**src/rtl/axis_ramped_volume_pkg.sv**
```systemverilog
// Shared helpers for the audio gain path: gain register width, unity gain and signed saturation.
// Optional boost mode (AXIS_VOL_BOOST_EN) uses saturate() to clamp over-range products.
package axis_audio_pkg;

    localparam int SW_DEFAULT = 4;

    function automatic int gain_w(input int sw_w);
        return sw_w + 2;
    endfunction

    function automatic int unity_gain(input int sw_w);
        return 1 << sw_w;
    endfunction

    localparam int UNITY_GAIN = unity_gain(SW_DEFAULT);

    // Clamp x into the signed range of a w-bit number; caller truncates to w bits.
    function automatic logic signed [63:0] saturate(input logic signed [63:0] x, input int w);
        logic signed [63:0] hi;
        logic signed [63:0] lo;
        hi = (64'sd1 <<< (w - 1)) - 64'sd1;
        lo = -(64'sd1 <<< (w - 1));
        if (x > hi) begin
            return hi;
        end else if (x < lo) begin
            return lo;
        end else begin
            return x;
        end
    endfunction

endpackage

```
**src/rtl/axis_ramped_volume_if.sv**
```systemverilog
// AXI-Stream beat bundle carrying a sample, frame marker and channel index.
// master drives data/valid/last/chan, slave drives ready.
interface axis_ramped_volume_if #(
    parameter int DATA_WIDTH = 24,
    parameter int CH_W       = 1
);
    logic [DATA_WIDTH-1:0] data;
    logic                  valid;
    logic                  ready;
    logic                  last;
    logic [CH_W-1:0]       chan;

    modport master (output data, valid, last, chan, input ready);
    modport slave  (input data, valid, last, chan, output ready);
endinterface

```
**src/rtl/axis_ramped_volume_gain_ramp.sv**
```systemverilog
// Synchronises sw, maps it to a target gain and steps G by one per completed frame.
// AXIS_VOL_BOOST_EN selects the {sw,0} boost mapping instead of the unity-at-full-scale mapping.
module gain_ramp
    import axis_audio_pkg::*;
#(
    parameter int SWITCH_WIDTH = 4
) (
    input  logic                            axis_clk,
    input  logic                            axis_resetn,
    input  logic [SWITCH_WIDTH-1:0]         sw,
    input  logic                            frame_done,
    output logic [gain_w(SWITCH_WIDTH)-1:0] g
);
    localparam int GW = gain_w(SWITCH_WIDTH);

    logic [SWITCH_WIDTH-1:0] sw_m;
    logic [SWITCH_WIDTH-1:0] sw_s;
    logic [GW-1:0]           target;

`ifdef AXIS_VOL_BOOST_EN
    assign target = GW'({sw_s, 1'b0});
`else
    // All-ones maps to exactly 2^SWITCH_WIDTH so full scale is a clean unity gain.
    assign target = (&sw_s) ? GW'(unity_gain(SWITCH_WIDTH)) : GW'(sw_s);
`endif

    always_ff @(posedge axis_clk or negedge axis_resetn) begin
        if (!axis_resetn) begin
            sw_m <= '0;
            sw_s <= '0;
            g    <= '0;
        end else begin
            sw_m <= sw;
            sw_s <= sw_m;
            if (frame_done) begin
                if (g < target) begin
                    g <= g + 1'b1;
                end else if (g > target) begin
                    g <= g - 1'b1;
                end
            end
        end
    end
endmodule

```
**src/rtl/axis_ramped_volume.sv**
```systemverilog
// Two-stage stallable AXIS gain stage: capture beat + G, then scale by G / 2^SWITCH_WIDTH.
// Latency 2 cycles, 1 beat/cycle; AXIS_VOL_BOOST_EN adds boost gains with output saturation.
module axis_ramped_volume
    import axis_audio_pkg::*;
#(
    parameter int DATA_WIDTH   = 24,
    parameter int SWITCH_WIDTH = 4,
    parameter int NUM_CHANNELS = 2,
    parameter int CH_W         = (NUM_CHANNELS > 1) ? $clog2(NUM_CHANNELS) : 1
) (
    input  logic                            axis_clk,
    input  logic                            axis_resetn,
    input  logic [SWITCH_WIDTH-1:0]         sw,
    axis_ramped_volume_if.slave             s_axis,
    axis_ramped_volume_if.master            m_axis,
    output logic [gain_w(SWITCH_WIDTH)-1:0] gain
);
    localparam int GW = gain_w(SWITCH_WIDTH);
    localparam int PW = DATA_WIDTH + GW + 1;

    logic                  rdy_en;
    logic                  v1;
    logic                  v2;
    logic [DATA_WIDTH-1:0] d1;
    logic                  l1;
    logic [CH_W-1:0]       c1;
    logic [GW-1:0]         g1;
    logic [CH_W-1:0]       cnt;
    logic                  adv2;
    logic                  accept;
    logic                  frame_done;
    logic signed [PW-1:0]  prod;
    logic [DATA_WIDTH-1:0] scaled;

    gain_ramp #(.SWITCH_WIDTH(SWITCH_WIDTH)) u_ramp (
        .axis_clk    (axis_clk),
        .axis_resetn (axis_resetn),
        .sw          (sw),
        .frame_done  (frame_done),
        .g           (gain)
    );

    assign adv2         = !v2 | m_axis.ready;
    assign s_axis.ready = rdy_en & (!v1 | adv2);
    assign accept       = s_axis.valid & s_axis.ready;
    // G steps on the same edge the last beat is captured, so that beat keeps the old G.
    assign frame_done   = accept & s_axis.last;
    assign m_axis.valid = v2;

    assign prod = $signed(d1) * $signed({1'b0, g1});
`ifdef AXIS_VOL_BOOST_EN
    assign scaled = DATA_WIDTH'(saturate(64'(prod >>> SWITCH_WIDTH), DATA_WIDTH));
`else
    assign scaled = DATA_WIDTH'(prod >>> SWITCH_WIDTH);
`endif

    always_ff @(posedge axis_clk or negedge axis_resetn) begin
        if (!axis_resetn) begin
            rdy_en      <= 1'b0;
            v1          <= 1'b0;
            v2          <= 1'b0;
            d1          <= '0;
            l1          <= 1'b0;
            c1          <= '0;
            g1          <= '0;
            cnt         <= '0;
            m_axis.data <= '0;
            m_axis.last <= 1'b0;
            m_axis.chan <= '0;
        end else begin
            rdy_en <= 1'b1;
            if (s_axis.ready) begin
                v1 <= s_axis.valid;
            end
            if (accept) begin
                d1 <= s_axis.data;
                l1 <= s_axis.last;
                c1 <= cnt;
                g1 <= gain;
                // A last beat always resynchronises the counter, whatever the frame length.
                if (s_axis.last || cnt == CH_W'(NUM_CHANNELS - 1)) begin
                    cnt <= '0;
                end else begin
                    cnt <= cnt + 1'b1;
                end
            end
            if (adv2) begin
                v2 <= v1;
                if (v1) begin
                    m_axis.data <= scaled;
                    m_axis.last <= l1;
                    m_axis.chan <= c1;
                end
            end
        end
    end
endmodule
```
**src/flat_wrapper.sv**
```systemverilog
// flat-port wrapper written by rule: the top's interface ports become plain ports
module axis_ramped_volume_flat import axis_audio_pkg::*;
#(
    parameter int DATA_WIDTH   = 24,
    parameter int SWITCH_WIDTH = 4,
    parameter int NUM_CHANNELS = 2,
    parameter int CH_W         = (NUM_CHANNELS > 1) ? $clog2(NUM_CHANNELS) : 1
)
  (axis_clk, axis_resetn, sw, gain, s_axis_data, s_axis_valid, s_axis_last, s_axis_chan, s_axis_ready, m_axis_data, m_axis_valid, m_axis_last, m_axis_chan, m_axis_ready);
  axis_ramped_volume_if #(.DATA_WIDTH(DATA_WIDTH), .CH_W(CH_W)) s_axis_i ();
  axis_ramped_volume_if #(.DATA_WIDTH(DATA_WIDTH), .CH_W(CH_W)) m_axis_i ();
  input  logic axis_clk;
  input  logic axis_resetn;
  input  logic [SWITCH_WIDTH-1:0] sw;
  output logic [gain_w(SWITCH_WIDTH)-1:0] gain;
  input wire logic [$bits(s_axis_i.data)-1:0] s_axis_data;
  input wire logic [$bits(s_axis_i.valid)-1:0] s_axis_valid;
  input wire logic [$bits(s_axis_i.last)-1:0] s_axis_last;
  input wire logic [$bits(s_axis_i.chan)-1:0] s_axis_chan;
  output wire logic [$bits(s_axis_i.ready)-1:0] s_axis_ready;
  output wire logic [$bits(m_axis_i.data)-1:0] m_axis_data;
  output wire logic [$bits(m_axis_i.valid)-1:0] m_axis_valid;
  output wire logic [$bits(m_axis_i.last)-1:0] m_axis_last;
  output wire logic [$bits(m_axis_i.chan)-1:0] m_axis_chan;
  input wire logic [$bits(m_axis_i.ready)-1:0] m_axis_ready;
  assign s_axis_i.data = s_axis_data;
  assign s_axis_i.valid = s_axis_valid;
  assign s_axis_i.last = s_axis_last;
  assign s_axis_i.chan = s_axis_chan;
  assign s_axis_ready = s_axis_i.ready;
  assign m_axis_data = m_axis_i.data;
  assign m_axis_valid = m_axis_i.valid;
  assign m_axis_last = m_axis_i.last;
  assign m_axis_chan = m_axis_i.chan;
  assign m_axis_i.ready = m_axis_ready;
  axis_ramped_volume #(.DATA_WIDTH(DATA_WIDTH), .SWITCH_WIDTH(SWITCH_WIDTH), .NUM_CHANNELS(NUM_CHANNELS), .CH_W(CH_W)) u_core (.axis_clk(axis_clk), .axis_resetn(axis_resetn), .sw(sw), .s_axis(s_axis_i), .m_axis(m_axis_i), .gain(gain));
endmodule
```
**config.mk**
```make
export PLATFORM = sky130hd
export DESIGN_NAME = axis_ramped_volume_flat
export DESIGN_NICKNAME = d
export VERILOG_FILES = /design/src/rtl/axis_ramped_volume_pkg.sv /design/src/rtl/axis_ramped_volume_if.sv /design/src/rtl/axis_ramped_volume_gain_ramp.sv /design/src/rtl/axis_ramped_volume.sv /design/src/flat_wrapper.sv
export SDC_FILE = /design/constraint.sdc
export NUM_CORES = 1
export LEC_CHECK = 0
export ABC_CLOCK_PERIOD_IN_PS = 4950
export CORE_UTILIZATION = 56
export CTS_CLUSTER_SIZE = 12
export DETAILED_ROUTE_END_ITERATION = 10
export DONT_BUFFER_PORTS = 1
export GPL_TIMING_DRIVEN = 0
export PLACE_DENSITY = 0.72
export SETUP_SLACK_MARGIN = 0.4
export SYNTH_ARGS = -nofsm -noshare
export SYNTH_HDL_FRONTEND = slang
export SYNTH_SLANG_ARGS = --single-unit
```
**constraint.sdc**
```tcl
create_clock -name axis_clk -period 4.95 [get_ports axis_clk]
set_input_delay 0.99 -clock axis_clk [delete_from_list [all_inputs] [get_ports axis_clk]]
set_output_delay 0.99 -clock axis_clk [all_outputs]
set_load 0.01 [all_outputs]
```
Word-level counts from Yosys, hierarchy flattened
Cells that the tools add are included.
Storage, ports and cells
  register bits after elaboration: 76
  logic and storage cells: 36
Operators by class
  bitwise logic cells: 5
  multiply operators: 1
  order comparisons: 2
  reductions and logical operators: 7
  add/subtract/negate cells: 3
  multiplexer cells: 4
Operators with widths (number)
  24-bit by 7-bit multiplier with 28-bit output: 1
  6-bit two-way mux: 2
  6-bit by 1-bit adder with 6-bit output (second input constant): 1
  6-bit by 5-bit > comparator with 1-bit output: 1
  6-bit by 5-bit less-than comparator with 1-bit output: 1
  6-bit by 1-bit subtractor with 6-bit output (second input constant): 1
  5-bit two-way mux: 1
  2-bit AND reduction: 2
  4-bit AND reduction: 1
  1-bit bitwise AND: 3
  1-bit logical NOT: 2
  1-bit bitwise OR: 2
  2-bit nonzero test: 1
  1-bit adder (second input constant): 1
  1-bit logical OR: 1
  1-bit two-way mux: 1

Longest topological paths before layout
Gate-level depths: netlist of run 1.
  depth after elaboration: 7
  depth in mapped cells: 20

Cells and area by module
Synthesis of run 1 repeated with hierarchy kept, for this count alone.
Unflattened totals
  cell total of the unflattened synthesis: 828
  area total of the unflattened synthesis: 7987.7 um2
Modules (own cells, without submodules)
  axis_ramped_volume: times used 1, area each 7243.2 um2, cells an instance 768, seq. area each 1551.5 um2
  gain_ramp: times used 1, area each 744.5 um2, cells an instance 60, seq. area each 350.3 um2

Worst setup path after synthesis of run 1
No wires, ideal clock.
  path type: register to register
  start point: register u_core.g1[3]
  end point: register u_core.m_axis.data[19]
  stages on the path, launching flop included: 18
  path slack: 0.185 ns
  buffers on the path: 1
  data arrival time: 4.632 ns
  data required time: 4.817 ns
  library setup time: 0.133 ns
  clock period less this slack: 4.765 ns
  path through: dfrtp_1 clkbuf_1 and2_1 fa_1 fa_1 fa_1 inv_1 fa_1 inv_1 ha_1 a211oi_2 nand2_1 a2111oi_4 a21oi_2 nor3_1 and2b_1 nor3_1 o31ai_1
Between the ends
  word-level cells in the longest chain between the ends: 1
Ends and longest elaborated chain
  from (decl): line axis_ramped_volume.sv:27  | logic [GW-1:0] g1;
  from (signal assigned): line axis_ramped_volume.sv:79  | g1 <= gain;
  24-bit by 7-bit multiplier with 28-bit output: line axis_ramped_volume.sv:50  | assign prod = $signed(d1) * $signed({1'b0, g1});
  to (signal assigned): line axis_ramped_volume.sv:90  | m_axis.data <= scaled;
  to (decl): line axis_ramped_volume_if.sv:13  | modport master (output data, valid, last, chan, input ready);
Every way passes these cells.
A chain may end at the register's enable or synchronous reset.

Worst setup path in the final report of run 1
  start point: register u_core.g1[1]
  end point: register u_core.m_axis.data[22]
Same word-level chain as after synthesis.

==> results of run 1 <==
-- metrics by stage --
| step | setup TNS, ns | utilization (%) | setup slack [ns] | std cells |
|---|---|---|---|---|
| after floorplan | 0 | - | 0.4013 | 740 |
| after global placement | -0.1332 | 60.89 | -0.1289 | 912 |
| after detailed placement | -0.5748 | 60.89 | -0.1990 | 912 |
| after CTS | 0 | 67.45 | 0.1249 | 954 |
| after global routing | -0.2329 | 69.81 | -0.09416 | 967 |
| final | 0 | 69.81 | 0.03646 | 967 |
-- sequential cells by signal (all words and copies together), names as in the netlist, 4 cells and up --
register and cells:
u_core.u_ramp.sw_m 4, u_core.g1 6, u_core.u_ramp.g 6, u_core.u_ramp.sw_s 4
u_core.m_axis.data 24, u_core.d1 24
-- worst max-delay path: stages, from the launching register on --
cell	delay (ns)
dfrtp_2	0.44
buf_6	0.14
clkbuf_16	0.16
and2_4	0.14
fa_1	0.50
fa_1	0.43
fa_1	0.49
inv_1	0.05
fa_1	0.50
inv_2	0.05
ha_4	0.22
a21o_1	0.18
a211oi_2	0.20
a21oi_2	0.12
or3_4	0.38
o221a_4	0.29
o21ai_4	0.17
xor2_2	0.24
o21ai_1	0.09
-- per-layer routing --
layer | GRT usage [%] | vias to the layer above | share of wire, %
met4 | 9.283 | 0 | 2.4
met5 | 0 | - | 0
met2 | 49.25 | 177 | 51
met3 | 5.716 | 45 | 6.0
met1 | 34.46 | 2780 | 41
li1 | - | 2463 | -
-- placed cells by master (no fill, tap or decap), types with 7 or more instances in the layout --
cell type	netlist	routed
clkbuf_16	0	10
o21ai_1	4	10
inv_2	0	20
xnor2_1	22	20
nand3_1	8	7
dfrtp_1	76	73
a21o_1	7	7
fa_1	91	82
nand2_1	66	62
buf_6	0	7
o21ai_0	28	19
mux2_2	34	33
xor2_1	8	7
nor2_1	13	10
ha_1	62	47
and2_1	119	103
buf_4	0	32
fa_2	0	9
ha_4	0	15
a21oi_1	19	9
clkbuf_1	21	10
and2_4	0	16
a21oi_2	1	8
inv_1	106	86
-- worst max path at each step --
stage | to | slack, ns | cells after the start
5_1_grt | u_core.m_axis.data[22]$_DFFE_PN0P_ | -0.09 | 18
3_3_place_gp | u_core.m_axis.data[22]$_DFFE_PN0P_ | -0.13 | 17
2_1_floorplan | u_core.m_axis.data[21]$_DFFE_PN0P_ | 0.40 | 17
3_5_place_dp | u_core.m_axis.data[22]$_DFFE_PN0P_ | -0.20 | 17
4_1_cts | u_core.m_axis.data[22]$_DFFE_PN0P_ | 0.12 | 17
6_report | u_core.m_axis.data[22]$_DFFE_PN0P_ | 0.04 | 18
-- layout make-up --
class | count | area, um2 | share of cell area, %
repair buffers | 39 | 319.1 | 3.578
clock inverters | 7 | 90.09 | 1.010
well taps | 172 | 215.2 | 2.413
flip-flops and latches | 76 | 1906 | 21.37
plain buffers | 21 | 173.9 | 1.950
clock buffers | 9 | 225.2 | 2.526
inverters | 106 | 397.9 | 4.462
multi-input cells | 537 | 5590 | 62.69
-- kinds of logic (layout without fill, tap and decap cells) --
kind of cell | count (synthesis) | count (layout) | share of synthesized area, %
AND/OR/NAND/NOR | 237 | 237 | 17.06
adder cells (fa/ha/maj) | 153 | 153 | 34.90
buffers and inverters | 127 | 182 | 6.404
AO/OA/AOI/OAI | 82 | 82 | 7.363
flip-flops | 76 | 76 | 25.55
multiplexers | 34 | 34 | 5.144
XOR/XNOR | 30 | 30 | 3.530
other | 1 | 1 | 0.05038
-- timing repair --
action                                 in CTS  in global routing
setup buffers                              25                 13
resized for setup                          81                 66
pin swaps                                  67                 56
hold buffers                                0                  0
endpoints found under the hold margin       0                  0
setup endpoints to repair                  17                 17
gates cloned                                1                  0
==> flow_summary.toml, run 1 <==
[clock_network]
cts.clk_slew.worst_paths_ns = 0.07
cts_tree = "done"
cts_buffers = 9
clock_latency_ns = 0.36
cts_num_sinks = 76
htreeDepth = 3
root_buffer = "clkbuf_16"
clockBufferDepth = 2

[setup_path]
cp-start-kind = "flip-flop"
rr_startpoint = "u_core.g1[1]$_DFFE_PN0P_"
crit_arrival_ns = 5.15
r2r-end = "u_core.m_axis.data[22]$_DFFE_PN0P_"
worstSetupPathType = "reg -> reg"
reg2reg_depth = 18
worstSetupStartpoint = "u_core.g1[1]$_DFFE_PN0P_"
endpoint_kind = "flip-flop"
r2r_setup_slack_ns = 0.04
cp.required_ns = 5.18
worst-path-max-fanout = 10

[global_route]
grt_pass1_wl_mm = 28.35
gr-usage-all-layers_pct = 28.03
grt_max_degree = 77
overflow = 0
antenna_found_initial = 0
grt_pass1_vias = 5613

[drt]
viasPerCell = 5.651
drc = 0
drtIter0Drc = 391
vias = 5465
drt_pass1_iterations = 5
ant_nets = 0
wl_per_cell_um = 18.69
routed_wl_mm = 18.08

[logic_synthesis]
synth_fp_nets = 927
syn_area_um2 = 7443
synth-seq-cells = 76
synthTopCellsByCount = "119 x and2_1, 106 x inv_1, 91 x fa_1"
avgSynthCellArea_um2 = 10.06
yosysSeqAreaShare_pct = 25.55
synth-edff-count = 0
synth.most_common_cell = "and2_1"
post-synth-top-area-fraction_pct = 25.55
synthFlopType = "dfrtp_1"
yosysWarnings = 0
synth.area.top_cells = "dfrtp_1 26%, fa_1 24%, ha_1 10%"
ys_types = 46
async_flop_share_pct = 100.0
yosys.area.top_type = "dfrtp_1"
synthCells = 740

[floorplanning]
core_um2 = 12770
initial_core_util_pct = 58.27
die_x_um = 117.3
io_pins = 68
die-area_um2 = 13760
fp-row-count = 41
die_y_um = 117.3

[timing]
fmax_ghz = 0.2035
hold_ws_ns = 0.3197
final_max_slew_viol_count = 0
grt_setup_unrepaired = "yes"
finalCritPeriodShare_pct = 99.26
fin_crit_ns = 4.914
skew_ns = 0.01139
relSlewSlack_pct = 41.02
setup_viol = 0
worst_slew_pin_slew_ns = 0.8754
hold_viol_final = 0

[place]
place.gp.congestion = 0.8809
placedInstanceArea_um2 = 7777
dp_hpwl_mm = 12.64
port_buffers = 0

[final_layout]
layout.nets = 977
syn_to_final_growth_pct = 19.80
layout-drive-gt1-share_pct = 26.29
stdcell_area_um2 = 8917
fillers = 885
antennaDiodeCount = 0

[hold_path]
hp-class = "in -> async"

[outcome]
status = "finished clean"

[job]
max-cap-violations = 0
Power of run 1 is left out: the tool's default activity adds up to more than one toggle a clock period on the data nets, which glitch-free logic cannot reach.
==> run 2, diff against run 1 <==
- GPL_ROUTABILITY_DRIVEN: not set -> 1
- HOLD_SLACK_MARGIN: not set -> 0.08
==> results of run 2 <==
Same layout as run 1: the final DEF is identical, and so are final timing and power.
Power of run 2 is left out for the same reason.
==> run 3, diff against run 2 <==
- CELL_PAD_IN_SITES_DETAIL_PLACEMENT: not set -> 0
- CELL_PAD_IN_SITES_GLOBAL_PLACEMENT: not set -> 1
- CORE_UTILIZATION: 56 -> 30
- PLACE_DENSITY: 0.72 -> 0.52
==> run 3 against run 2 <==
  * Global-route usage fell by 12 points
  * Largest cell class unchanged
  * Critical endpoint unchanged
  * Clock-buffer cell count did not move
  * Final area rose by 1.4%
  * Worst hold slack improved by 0.0051 ns
  * Non-clock buffer count fell by 3
  * Sequential share of layout area fell by 0.28 points
  * Cell count rose by 16%
  * Via count fell by 7.1%
  * Register-to-register slack barely moved
  * Die area rose by 85%
  * Critical path depth did not move
==> flow_summary.toml, run 3 (same netlist as run 1, synthesis figures left out) <==
[place]
dp_hpwl_mm = 14.49
place.gp.congestion = 0.7745
placedInstanceArea_um2 = 7968
port_buffers = 0

[drt]
ant_nets = 0
viasPerCell = 4.544
vias = 5076
drc = 0
drtIter0Drc = 159
wl_per_cell_um = 17.13
drt_pass1_iterations = 4
routed_wl_mm = 19.14

[clock_network]
cts_buffers = 9
clockBufferDepth = 2
htreeDepth = 3
root_buffer = "clkbuf_16"
clock_latency_ns = 0.35
cts_tree = "done"
cts_num_sinks = 76
ctsHoldBuffers = 0
cts.clk_slew.worst_paths_ns = 0.08

[floorplanning]
die_y_um = 159.5
core_um2 = 24320
die-area_um2 = 25450
io_pins = 68
fp-row-count = 57
initial_core_util_pct = 30.61
die_x_um = 159.5

[setup_path]
endpoint_kind = "flip-flop"
cp-start-kind = "flip-flop"
worstSetupStartpoint = "u_core.g1[1]$_DFFE_PN0P_"
reg2reg_depth = 18
rr_startpoint = "u_core.g1[1]$_DFFE_PN0P_"
r2r_setup_slack_ns = 0.02
worstSetupPathType = "reg -> reg"
r2r-end = "u_core.m_axis.data[22]$_DFFE_PN0P_"
worst-path-max-fanout = 5
cp.required_ns = 5.17
crit_arrival_ns = 5.15

[final_layout]
layout-drive-gt1-share_pct = 23.86
layout.nets = 974
stdcell_area_um2 = 9042
fillers = 2437
final_cell_mix = "108 x and2_1, 98 x inv_1, 88 x fa_1, 72 x dfrtp_1, 63 x nand2_1"
reg_top3 = "u_core.d1: 24 flops, u_core.m_axis.data: 24 flops"
layout_commonest_cell = "and2_1"
syn_to_final_growth_pct = 21.48
final_util_pct = 37.18

[job]
max-cap-violations = 0

[timing]
grt_setup_unrepaired = "yes"
hold_viol_final = 0
skew_ns = 0.01052
fin_crit_ns = 4.928
final_max_slew_viol_count = 0
relSlewSlack_pct = 38.60
hold_ws_ns = 0.3248
worst_slew_pin_slew_ns = 0.9114
setup_viol = 0
finalCritPeriodShare_pct = 99.56
fmax_ghz = 0.2029

[global_route]
gr-usage-all-layers_pct = 15.79
overflow = 0
antenna_found_initial = 2
grt_max_degree = 77
grt_pass1_vias = 5634
grt_pass1_wl_mm = 30.81

[outcome]
status = "finished clean"

[hold_path]
hp-class = "in -> async"
## run 3: worst max-delay path, cell delays in order (launching register included)
cell and delay, ns:
dfrtp_2 0.43, buf_6 0.14, clkbuf_16 0.15, and2_4 0.14, fa_1 0.55, fa_1 0.44
fa_1 0.49, inv_1 0.05, fa_1 0.51, inv_2 0.05, ha_4 0.23, a21o_1 0.17
a211oi_4 0.24, a21oi_4 0.10, or3_4 0.34, o221a_4 0.27, o21ai_4 0.20, xor2_4 0.22
o21ai_1 0.08
## run 3: repair_timing
item | 4_1_cts | 5_1_grt
endpoints found under the setup margin | 17 | 17
cloned | 0 | 1
pin swaps | 61 | 40
buffers inserted | 23 | 12
resized for setup | 74 | 48
## run 3: area by class of cell
class	count	area (um2)	area share, %
antenna	1	2.502	0.02767
buffer	21	177.7	1.965
clock buffer	9	225.2	2.491
clock inverter	7	76.32	0.8441
inverter	106	397.9	4.400
multi-input combinational	537	5560	61.49
sequential	76	1907	21.09
tap	324	405.4	4.483
timing repair buffer	36	290.3	3.210
## run 3: metrics by stage
stage | TNS (ns) | instances | setup slack, ns
CTS | -0.04457 | 1103 | -0.03802
detailed placement | -1.862 | 1064 | -0.4231
floorplan | 0 | 740 | 0.4013
finish | 0 | 1117 | 0.02160
global route | -0.4167 | 1116 | -0.1383
global placement | -2.247 | 1064 | -0.4286
## run 3: worst max-delay path by stage
stage                     slack [ns]                                  to  cells past startpoint
after detailed placement       -0.42  u_core.m_axis.data[22]$_DFFE_PN0P_                     17
after CTS                      -0.04  u_core.m_axis.data[22]$_DFFE_PN0P_                     18
final                           0.02  u_core.m_axis.data[22]$_DFFE_PN0P_                     18
after floorplan                 0.40  u_core.m_axis.data[21]$_DFFE_PN0P_                     17
after global placement         -0.43  u_core.m_axis.data[22]$_DFFE_PN0P_                     17
after global routing           -0.14  u_core.m_axis.data[22]$_DFFE_PN0P_                     18
## run 3: routing by layer
layer  track usage [%]  routed length [um]
met5                 0                  14
met4             3.977                 348
met3             3.959                 816
met2             26.16                9022
met1             20.53                8935
Power of run 3 is left out for the same reason.
